**src/rtl/fetch_stage.sv**
```systemverilog
// Instruction fetch stage: single outstanding memory request, redirect handling and a
// one-entry skid buffer so a stalled decode never loses an accepted word.
module fetch_stage #(
    parameter logic [31:0] RESET_VECTOR = 32'h0000_0000
) (
    input  logic        clk,
    input  logic        reset,
    input  logic        stall,
    input  logic        invalidate,
    input  logic        branch,
    input  logic [31:0] branch_address,
    output logic        fetch_request,
    output logic [31:0] fetch_address,
    input  logic        fetch_ready,
    input  logic [31:0] fetch_data,
    output logic [31:0] pc_out,
    output logic [31:0] next_pc_out,
    output logic [31:0] instruction_out,
    output logic        valid_out
);

    localparam logic [31:0] Align = 32'hFFFF_FFFC;

    logic [31:0] pc_q, pc_d;
    logic        buf_valid_q, buf_valid_d;
    logic [31:0] buf_pc_q, buf_pc_d;
    logic [31:0] buf_instr_q, buf_instr_d;
    logic        redirect_pending_q, redirect_pending_d;
    logic [31:0] redirect_target_q, redirect_target_d;
    logic        valid_q, valid_d;
    logic [31:0] pc_out_q, pc_out_d;
    logic [31:0] next_pc_q, next_pc_d;
    logic [31:0] instr_q, instr_d;

    logic handshake;
    logic discard;
    logic accept;
    logic branch_now;

    assign fetch_request = !reset && !buf_valid_q;
    assign fetch_address = pc_q & Align;

    always_comb begin
        handshake  = fetch_request && fetch_ready;
        discard    = redirect_pending_q || branch || (invalidate && !stall);
        accept     = handshake && !discard;
        // A branch may only move pc when no request is waiting on memory.
        branch_now = branch && (handshake || !fetch_request);
    end

    always_comb begin
        pc_d               = pc_q;
        redirect_pending_d = redirect_pending_q;
        redirect_target_d  = redirect_target_q;
        buf_valid_d        = buf_valid_q;
        buf_pc_d           = buf_pc_q;
        buf_instr_d        = buf_instr_q;
        valid_d            = valid_q;
        pc_out_d           = pc_out_q;
        next_pc_d          = next_pc_q;
        instr_d            = instr_q;

        if (branch_now) begin
            pc_d               = branch_address & Align;
            redirect_pending_d = 1'b0;
        end else if (branch) begin
            redirect_pending_d = 1'b1;
            redirect_target_d  = branch_address;
        end else if (handshake && redirect_pending_q) begin
            pc_d               = redirect_target_q & Align;
            redirect_pending_d = 1'b0;
        end else if (accept) begin
            pc_d = pc_q + 32'd4;
        end

        if (stall) begin
            if (accept) begin
                buf_valid_d = 1'b1;
                buf_pc_d    = pc_q;
                buf_instr_d = fetch_data;
            end
        end else if (invalidate) begin
            valid_d     = 1'b0;
            buf_valid_d = 1'b0;
        end else if (buf_valid_q) begin
            valid_d     = 1'b1;
            pc_out_d    = buf_pc_q;
            next_pc_d   = buf_pc_q + 32'd4;
            instr_d     = buf_instr_q;
            buf_valid_d = 1'b0;
        end else if (accept) begin
            valid_d   = 1'b1;
            pc_out_d  = pc_q;
            next_pc_d = pc_q + 32'd4;
            instr_d   = fetch_data;
        end else begin
            valid_d = 1'b0;
        end

        // Anything buffered behind a branch is on the wrong path.
        if (branch) begin
            buf_valid_d = 1'b0;
        end
    end

    always_ff @(posedge clk) begin
        if (reset) begin
            pc_q               <= RESET_VECTOR;
            redirect_pending_q <= 1'b0;
            redirect_target_q  <= 32'h0;
            buf_valid_q        <= 1'b0;
            buf_pc_q           <= 32'h0;
            buf_instr_q        <= 32'h0;
            valid_q            <= 1'b0;
            pc_out_q           <= 32'h0;
            next_pc_q          <= 32'h0;
            instr_q            <= 32'h0;
        end else begin
            pc_q               <= pc_d;
            redirect_pending_q <= redirect_pending_d;
            redirect_target_q  <= redirect_target_d;
            buf_valid_q        <= buf_valid_d;
            buf_pc_q           <= buf_pc_d;
            buf_instr_q        <= buf_instr_d;
            valid_q            <= valid_d;
            pc_out_q           <= pc_out_d;
            next_pc_q          <= next_pc_d;
            instr_q            <= instr_d;
        end
    end

    assign valid_out       = valid_q;
    assign pc_out          = pc_out_q;
    assign next_pc_out     = next_pc_q;
    assign instruction_out = instr_q;

endmodule

```
**config.mk**
```make
export PLATFORM = sky130hd
export DESIGN_NAME = fetch_stage
export DESIGN_NICKNAME = d
export VERILOG_FILES = /design/src/rtl/fetch_stage.sv
export SDC_FILE = /design/constraint.sdc
export NUM_CORES = 1
export LEC_CHECK = 0
export ABC_AREA = 1
export CAP_MARGIN = 0
export CORE_MARGIN = 3
export CORE_UTILIZATION = 35
export CTS_BUF_LIST = sky130_fd_sc_hd__clkbuf_16
export DETAILED_ROUTE_END_ITERATION = 8
export PLACE_DENSITY = 0.55
export SLEW_MARGIN = 20
export SYNTH_ARGS = -nofsm -noshare
export SYNTH_HDL_FRONTEND = slang
export SYNTH_SLANG_ARGS = --single-unit
```
**constraint.sdc**
```tcl
create_clock -name clk -period 2.35 [get_ports clk]
set_input_delay 0.47 -clock clk [delete_from_list [all_inputs] [get_ports clk]]
set_output_delay 0.47 -clock clk [all_outputs]
set_load 0.01 [all_outputs]
```
==> out/results.ini, run 1 <==
[clock_network]
clk_latency_ps=540
cts.sinks=223
cts_buffers=26
cts_tree=built
cts-root-buf=clkbuf_16
post_cts_buffers=0
cts_htree_levels=1
clk_pin_slew_ps=70
clock_path_buffers=3

[sta]
worst_pin_slew_ps=836
post-route-period-util_pct=93.7
relSlewSlack_pct=44.3
fmax_mhz=454
finalClockSkew_ps=19.6
setup_viol=0
hold_violations=0
rsz0062_at_grt=no
fin_crit_ps=2200
finalSetupTns_ps=0
worst_slack_ps=148
finalMaxSlewViolations=0

[min_path]
hold_depth=2
hp-start=redirect_target_q[29]$_SDFFE_PP0P_
holdPathEnd=redirect_target_q[29]$_SDFFE_PP0P_
hold_path_class=reg2reg

[critical_path]
slowest_delay_ps=530
path_buf_inv=2
cp.arrival_ps=1730
worst-setup-path-type=reg2out
cp_top_family=buffers and inverters
reg2reg_depth=11
rr_startpoint=pc_q[2]$_SDFFE_PP0P_
slowest_stage=clkdlybuf4s50_1
endpoint_kind=output pin
crit_path_cell_trace=nor2_2 -> buf_4 -> clkdlybuf4s50_1
cp.required_ps=1880
r2r_slack_ps=270
crit_path_start_kind=flop
r2r-end=next_pc_out[24]$_SDFFE_PP0P_
critPathMaxFanout=5

[synthesis]
synth_cell_types=34
ys_seq_area_share_pct=41.1
yosys_warnings=0
syn-cell-area_um2=10900
synthCells=1636
synth_seq_cells=223
synth.avg_cell_area_um2=6.64

[power_and_ir_drop]
p_per_area_nw_per_um2=640
power.total_w=0.00907
p_leak_nw=5.35
ir_worst_vdd_mv=0.535

[global_routing]
grt_max_degree=94
antenna_found_initial=0
grt-ovfl-total=0
grtUsageTotal_pct=20.0
grt_pass1_vias=10200
grt_pass1_wl_um=54700

[final_layout]
mostFrequentLayoutCells=309 x nand2_1, 258 x nor2_1, 245 x o21ai_0, 222 x dfxtp_1, 194 x clkdlybuf4s50_1
fillers=3109
diodes=0
syn2layout_area_growth_pct=30.5
seq_area_um2=4470
final_common_cell=nand2_1
final_util_pct=47.1
nets=1866
multiInputGateArea_um2=5180
drive_gt1_share_pct=6.34
finalInstanceArea_um2=14200

[drt]
routed_via_density=4.97
vias=11000
detail_route.iter0.violations=857
wirelength_um=34200
wl_per_cell_um=15.5
postRouteAntennaNets=0
first_pass_iters=5
drc=0

[floorplan]
dieArea_um2=33200
die_h_um=182
row_count=63
start_util_pct=36.1
io_pins=200
core-area_um2=30100
die_w_um=182

[placed_design]
placed_area_um2=13300
hpwl_um=25300
gp_congestion=0.902
post-place-ws_ps=-110
portBuffers=195

[run_status]
status=completed

[flow_run]
maxCapViolations=0

[stage by stage]
step	hold WS, ps	cells
2_1_floorplan	423	1637
3_3_place_gp	430	2156
3_5_place_dp	437	2156
4_1_cts	446	2204
5_1_grt	460	2204
6_report	445	2204
[state kept, by name (all words and copies together), names as in the netlist]
name,flops
buf_instr_q,32
buf_pc_q,32
instruction_out,32
pc_out,32
pc_q,32
next_pc_out,30
redirect_target_q,30
buf_valid_q,1
redirect_pending_q,1
valid_out,1
[worst min-delay path, delay by kind of cell (launching register included)]
kind | cells | cell delay, ps
flops | 1 | 310
buf+inv | 1 | 50
compound gates | 1 | 50
[cell type report]
| cell class | count | area share, % |
|---|---|---|
| clock buffer | 27 | 4.77 |
| tap | 390 | 3.44 |
| multi-input combinational | 1127 | 36.6 |
| inverter | 159 | 4.23 |
| clock inverter | 21 | 1.11 |
| sequential | 223 | 31.5 |
| timing repair buffer | 257 | 18.4 |
[worst max path at each step]
stage | start | end | slack (ps) | depth (start not counted)
3_3_place_gp | reset | pc_out[3]$_SDFFE_PP0P_ | -90 | 10
6_report | buf_valid_q$_SDFFE_PP0P_ | fetch_request | 150 | 3
3_5_place_dp | reset | instruction_out[22]$_SDFFE_PP0P_ | -110 | 10
4_1_cts | buf_valid_q$_SDFFE_PP0P_ | fetch_request | 120 | 3
5_1_grt | buf_pc_q[4]$_SDFFE_PP0P_ | next_pc_out[31]$_SDFFE_PP0P_ | 40 | 11
2_1_floorplan | reset | pc_q[3]$_SDFFE_PP0P_ | 420 | 8
[cell usage after synthesis]
cell type    n  area [µm²]
xor2_1      20         175
o211a_1      3        30.0
o2111ai_1    1        8.76
o211ai_1    15         113
conb_1       1        3.75
and2_1       2        12.5
nor3_1       5        25.0
or2_2        4        25.0
a221oi_1     2        17.5
buf_4       35         263
a211oi_1     6        45.0
nand3_1     60         300
buf_1        4        15.0
nor3_4       1        16.3
clkinv_1     3        11.3
xnor2_1      4        35.0
a22oi_1      4        30.0
nor2_1     260         976
buf_2       22         110
a21oi_1    142         711
a31oi_1     11        68.8
nor4_1       1        6.26
nand4_1      7        43.8
dfxtp_1    223        4460
nor2_2       1        6.26
nand3b_1     1        7.51
o21ai_1     17        85.1
a41oi_1      1        8.76
ha_1         2        25.0
nand2_1    310        1160
o21ai_0    245        1230
clkbuf_1    67         251
inv_1      154         578
inv_2        2        7.51
[where the power goes]
group	total [W]	leakage [nW]	internal, W	switching (W)
combinational	0.00106	3.11	0.000486	0.000576
clock	0.00396	0.427	0.00230	0.00166
sequential	0.00405	1.81	0.00392	0.000132
[kinds of logic (layout without fill, tap and decap cells)]
kind of cell	Yosys count	count (layout)	synth area share, %
XOR/XNOR	24	24	1.93
buffers and inverters	287	464	11.4
flip-flops	223	223	41.1
AO/OA/AOI/OAI	447	447	21.6
adder cells (fa/ha/maj)	2	2	0.230
other	1	2	0.0345
AND/OR/NAND/NOR	652	652	23.8
[metal layers]
layer  track usage (%)  part of all wire (%)  vias to the layer above
met1              27.1                    45                     5052
met2              34.2                    48                      264
met3              2.37                   4.5                       51
met5                 0                     0                        -
met4              4.81                   2.6                        0
li1                  -                     -                     5583
[repair_timing]
action                     CTS  global route
setup endpoints to repair    1             2
pin swaps                    0             0
resized for setup            1             1
hold buffers                 0             0
Note: power is estimated with default switching activity, not from simulation.
==> inputs of run 2 (changes only) <==
--- a/config.mk
+++ b/config.mk
@@ -12,6 +12,7 @@
 export CTS_BUF_LIST = sky130_fd_sc_hd__clkbuf_16
 export DETAILED_ROUTE_END_ITERATION = 8
 export PLACE_DENSITY = 0.55
+export SKIP_LAST_GASP = 1
 export SLEW_MARGIN = 20
 export SYNTH_ARGS = -nofsm -noshare
 export SYNTH_HDL_FRONTEND = slang
==> results of run 2 <==
Same layout as run 1: the final DEF is identical, and so are final timing and power.
